$ cat config.mk
export PLATFORM = sky130hd
export DESIGN_NAME = shift_add_multiplier
export DESIGN_NICKNAME = d
export VERILOG_FILES = /design/src/rtl/shift_add_multiplier.sv
export SDC_FILE = /design/constraint.sdc
export NUM_CORES = 1
export LEC_CHECK = 0
export CORE_ASPECT_RATIO = 0.9
export CORE_MARGIN = 2
export CORE_UTILIZATION = 40
export CTS_CLUSTER_DIAMETER = 40
export DETAILED_ROUTE_END_ITERATION = 7
export HOLD_SLACK_MARGIN = 0.12
export PLACE_DENSITY = 0.71
export SYNTH_ARGS = -nofsm -noshare
export SYNTH_HDL_FRONTEND = slang
export SYNTH_SLANG_ARGS = --single-unit
$ cat constraint.sdc
create_clock -name clock -period 2.18 [get_ports clock]
set_input_delay 0.436 -clock clock [delete_from_list [all_inputs] [get_ports clock]]
set_output_delay 0.436 -clock clock [all_outputs]
set_load 0.01 [all_outputs]
$ cat src/rtl/shift_add_multiplier.sv
// Iterative unsigned shift-and-add multiplier: WIDTH-bit operands, 2*WIDTH-bit product after WIDTH cycles.
// No backpressure: start is honoured only in IDLE/DONE, and the result is held in DONE until the next launch.
module shift_add_multiplier #(
  parameter int WIDTH = 8
) (
  input  logic               clock,
  input  logic               reset,
  input  logic               start,
  input  logic [WIDTH-1:0]   mulIn1,
  input  logic [WIDTH-1:0]   mulIn2,
  output logic [2*WIDTH-1:0] mulOut,
  output logic               overflow,
  output logic               busy,
  output logic               done
);

  localparam int CW = $clog2(WIDTH);

  localparam logic [1:0] S_IDLE = 2'd0;
  localparam logic [1:0] S_CALC = 2'd1;
  localparam logic [1:0] S_DONE = 2'd2;

  logic [1:0]           r_state;
  logic [WIDTH-1:0]     r_a;
  logic [WIDTH-1:0]     r_b;
  logic [WIDTH-1:0]     r_acc;
  logic [CW-1:0]        r_count;
  logic [2*WIDTH-1:0]   r_mul_out;
  logic                 r_overflow;

  logic [1:0]           w_next_state;
  logic [WIDTH-1:0]     w_addend;
  logic [WIDTH:0]       w_sum;
  logic                 w_last;

  // w_sum is WIDTH+1 bits so the adder carry shifts into the accumulator MSB.
  always_comb begin
    w_addend = r_b[0] ? r_a : '0;
    w_sum    = {1'b0, r_acc} + {1'b0, w_addend};
    w_last   = (r_count == CW'(WIDTH - 1));
  end

  always_comb begin
    w_next_state = r_state;
    case (r_state)
      S_IDLE, S_DONE: if (start) w_next_state = S_CALC;
      S_CALC:         if (w_last) w_next_state = S_DONE;
      default:        w_next_state = S_IDLE;
    endcase
  end

  always_ff @(posedge clock or negedge reset) begin
    if (!reset) begin
      r_state    <= S_IDLE;
      r_a        <= '0;
      r_b        <= '0;
      r_acc      <= '0;
      r_count    <= '0;
      r_mul_out  <= '0;
      r_overflow <= 1'b0;
    end else begin
      r_state <= w_next_state;
      case (r_state)
        S_IDLE, S_DONE: begin
          if (start) begin
            r_a     <= mulIn1;
            r_b     <= mulIn2;
            r_acc   <= '0;
            r_count <= '0;
          end
        end
        S_CALC: begin
          // The multiplier register doubles as the low half of the product.
          r_acc   <= w_sum[WIDTH:1];
          r_b     <= {w_sum[0], r_b[WIDTH-1:1]};
          r_count <= r_count + CW'(1);
          if (w_last) begin
            r_mul_out  <= {w_sum[WIDTH:1], w_sum[0], r_b[WIDTH-1:1]};
            r_overflow <= |w_sum[WIDTH:1];
          end
        end
        default: ;
      endcase
    end
  end

  assign busy     = (r_state == S_CALC);
  assign done     = (r_state == S_DONE);
  assign mulOut   = r_mul_out;
  assign overflow = r_overflow;

endmodule

# Word-level counts from Yosys, hierarchy flattened
# Index checks and enable logic that the tools add are counted.
[classes]
addsub = 2
eq_ne = 5
mux = 10
reduce_logical = 8
[op_table]
columns = ["operator", "count"]
rows = [
  ["$pmux 8 s2", 2],
  ["$mux 8", 3],
  ["$add 8x8->9", 1],
  ["$reduce_and 2->1", 4],
  ["$reduce_or 8->1", 1],
  ["$pmux 3 s2", 1],
  ["$mux 2", 2],
  ["$pmux 2 s2", 1],
  ["$add 3x1->3 const B", 1],
  ["$eq 3x3->1 const B", 1],
  ["$mux 3", 1],
  ["$eq 2x1->1 const B", 1],
  ["$eq 2x2->1 const B", 1],
  ["$logic_not 2->1", 1],
  ["$ne 2x1->1 const B", 1],
  ["$ne 2x2->1 const B", 1],
  ["$reduce_bool 2->1", 1],
  ["$reduce_or 2->1", 1],
]
[totals]
register_bits = 46
input_bits = 19
out_inout_bits = 19
word_cells = 32

# Depth between registers and ports, before layout
[logic_depth]
depth_word = 4
depth_mapped = 8
mapped_depth_nobuf = 8

# Worst setup path after synthesis
# Ideal clock, no wire load.
[synth_timing]
path_type = "register -> register"
startpoint = "register r_b[0]"
endpoint = "register r_overflow, in the netlist overflow"
setup_ns = 0.141
t_arrival_ns = 1.979
required_time_ns = 2.039
setup_slack_ns = 0.060
path_stages_with_launch = 9
path_buffers = 0
synth_period_minus_slack_ns = 2.120
cell_sequence = "dfrtp_1 > and2_1 > ha_1 > fa_1 > a21oi_1 > o211ai_1 > xnor2_1 > nor4_1 > a31oi_1"
[synth_via]
elab_chain_len = 3
[synth_lines]
columns = ["element", "line", "source"]
rows = [
  ["start: declaration", "25", "logic [WIDTH-1:0] r_b;"],
  ["start signal: assignment", "67", "r_b <= mulIn2;"],
  ["start signal: assignment", "75", "r_b <= {w_sum[0], r_b[WIDTH-1:1]};"],
  ["$mux 8", "38", "w_addend = r_b[0] ? r_a : '0;"],
  ["$add 8x8->9", "39", "w_sum = {1'b0, r_acc} + {1'b0, w_addend};"],
  ["$reduce_or 8->1", "79", "r_overflow <= |w_sum[WIDTH:1];"],
  ["end signal: assignment", "79", ""],
  ["end: declaration", "29", "logic r_overflow;"],
]
# Every way passes these cells.
# A chain may end at the register's enable or synchronous reset.

# Worst setup path after layout
[layout_timing]
startpoint = "register r_state[1]"
endpoint = "output port busy"
[layout_via]
elab_chain_len = 1
[layout_lines]
columns = ["element", "line", "source"]
rows = [
  ["start: declaration", "23", "logic [1:0] r_state;"],
  ["start signal: assignment", "62", "r_state <= w_next_state;"],
  ["$eq 2x1->1", "87", "assign busy = (r_state == S_CALC);"],
  ["end: declaration", "13", "output logic busy,"],
]
# Every way passes these cells.

==> metrics.yaml <==
worst_setup_path:
  rr_endpoint: "overflow$_DFFE_PN0P_"
  critical_path.endpoint: "busy"
  startpoint_type: "flop"
  r2r_start: "r_b[0]$_DFFE_PN0P_"
  crit_fanout: 17
  slowest_delay_ps: 590
  cpMaxStageDelayCell: "clkdlybuf4s50_1"
  r2r_setup_slack_ps: 110
  required_ps: 1740
  crit_cells: 3
  crit_family: "buffers and inverters"
  crit_chain: "nand2b_4, inv_2, clkdlybuf4s50_1"
  r2r_cells: 8
  critPathBufInv: 2
  worstSetupStartpoint: "r_state[1]$_DFFE_PN0P_"
  path_class: "flop to output pin"
  cp.arrival_ps: 1660
  cp-end-kind: "output pin"
sta:
  fmax_mhz: 478
  post-route-period-util_pct: 96.0
  hold_ws_ps: 218
  tns_ps: 0
  setup_slack_ps: 87.7
  rsz0062_at_grt: "yes"
  fin_skew_ps: 5.30
  tightest_slew_ps: 776
  drv_slew: 0
  report.final.hold_viol_count: 0
  relSlewSlack_pct: 48.0
  period_needed_ps: 2090
  finalSetupViolations: 0
floorplanning:
  pin_count: 38
  dieArea_sq_um: 6260
  core_region_area_sq_um: 5350
  start_util_pct: 42.2
  die_w_microns: 83.2
  fp-row-count: 25
  die_h_microns: 75.3
final_layout:
  stdcell_count: 308
  syn_to_final_growth_pct: 30.2
  fillerInstances: 449
  most-common-layout-cells: "dfrtp_1 (46), clkdlybuf4s50_1 (36), mux2_2 (21), nand2_1 (18)"
  nets: 270
  antenna_cells: 0
  layout_commonest_cell: "dfrtp_1"
  drive_gt1_share_pct: 26.6
power:
  power_density_nw_per_um2: 1450
  max-vdd-ir-drop_mv: 0.672
  power_mw: 4.26
  power.leakage_nw: 1.25
clocking:
  cts_tree: "yes"
  cts_root_buf: "clkbuf_8"
  htree_num_levels: 2
  clk-insertion-delay-late_ps: 300
  cts_buffers: 5
  cts.path.max_buffers: 2
  cts.sinks: 46
  clkSlewWorstSetupHoldPaths_ps: 80
grt:
  grt_max_degree: 47
  grt_util_all_layers_pct: 15.3
  grt_pass1_wl_microns: 7580
  antenna_found_initial: 0
  overflow: 0
  grt_pass1_vias: 1604
logic_synthesis:
  netlist_area_sq_um: 2260
  synth_top_area_cell: "dfrtp_1"
  synth_edf_count: 0
  synth_cells: 191
  synth_nets: 221
  synthDistinctLibCells: 42
  ys_ff_latch: 46
  ys_seq_area_share_pct: 51.0
  async_reset_ff_share_pct: 100
  ys.flop_type: "dfrtp_1"
  yosysWarnings: 0
  synth_top_area_share_pct: 51.0
  ys_top_cells_by_area: "dfrtp_1 (51%), mux2_2 (10%), ha_1 (5.5%)"
  syn_area_per_cell_sq_um: 11.8
min_path:
  hold_class: "input port to asynchronous set/reset pin"
job:
  max_cap_viol_count: 0
placed_design:
  place_ws_ps: -112
  hpwl_microns: 3240
  dp.cells: 299
  port_buffers: 37
  gp_congestion: 0.909
drt:
  viasPerCell: 5.11
  vias: 1574
  firstDrtPassIters: 4
  drc: 0
  wl_per_cell_microns: 14.5
  drt_iter0_drc: 74
  drtAntennaViolNets: 0
  drt_wl_total_microns: 4460
outcome:
  status: "finished, final reports clean"
## registers in the layout, summed over array words and instances (netlist names)
| name | flops |
|---|---|
| mulOut | 16 |
| r_a | 8 |
| r_state | 2 |
| r_count | 3 |
| r_acc | 8 |
| overflow | 1 |
| r_b | 8 |
## synthesized netlist by cell type, types with 2 or more instances
library cell  count
mux2i_1           9
nand3_1           2
a21oi_1           6
o21bai_1          2
nor3_1            2
o21ai_1           3
and2_1            8
xnor2_1           2
buf_4             2
nand2_1          18
a22o_1            7
xor2_1            2
ha_1             10
clkbuf_1          3
dfrtp_1          46
inv_1             6
o21ai_0          14
mux2_2           21
buf_2             4
nand3b_1          2
## kinds of logic after synthesis
logic type / share of synthesized area [%]
muxes: 14.5
buffers and inverters: 3.21
AOI/OAI and AO/OA: 12.1
adders and majority gates: 6.43
DFF: 51.0
and+or+nand+nor: 11.3
xor gates and xnor gates: 1.55
## routing by layer
metal / vias up / share of wire [%] / routed length, microns / track usage [%]
li1: 777 / - / - / -
met1: 760 / 50 / 2230 / 21.1
met2: 32 / 46 / 2030 / 24.3
met3: 5 / 3.2 / 145 / 3.51
met4: 0 / 1.2 / 53 / 5.46
met5: - / 0 / 0 / 0
## stage by stage
stage                     util, %  cell area [sq um]
final                        54.9               2940
after global routing         54.9               2940
after CTS                    53.8               2880
after detailed placement     51.6               2760
after global placement       51.6               2760
after floorplan                 -               2260
## worst min path at each step
stage	startpoint	end	slack, ps	cells past startpoint
after floorplan	reset	mulOut[0]$_DFFE_PN0P_	140	0
after global placement	mulOut[12]$_DFFE_PN0P_	mulOut[12]$_DFFE_PN0P_	460	2
after detailed placement	mulOut[12]$_DFFE_PN0P_	mulOut[12]$_DFFE_PN0P_	480	2
after CTS	reset	mulOut[4]$_DFFE_PN0P_	240	2
after global routing	reset	mulOut[4]$_DFFE_PN0P_	270	2
final	reset	mulOut[5]$_DFFE_PN0P_	220	2
## layout make-up
| cell class | instances | area (sq um) | area share (%) |
|---|---|---|---|
| Multi-Input combinational cell | 129 | 1120 | 38.0 |
| Sequential cell | 46 | 1150 | 39.2 |
| Clock buffer | 7 | 86.3 | 2.94 |
| Timing Repair Buffer | 51 | 470 | 16.0 |
| Clock inverter | 1 | 5.00 | 0.170 |
| Tap cell | 67 | 83.8 | 2.85 |
| Inverter | 7 | 26.3 | 0.894 |
## where the power goes
group          internal [mW]  switching [mW]  leakage, nW
Clock                  0.256           0.270       0.0482
Sequential              1.24           0.248        0.574
Combinational           1.22            1.02        0.633
Total                   2.72            1.54         1.25
## what timing repair did
action	in CTS	in global routing
setup endpoints to repair	4	7
setup buffers	0	1
pin swaps	2	8
hold buffers	0	0
gates resized for setup	7	7
(Power assumes the default switching activity.)
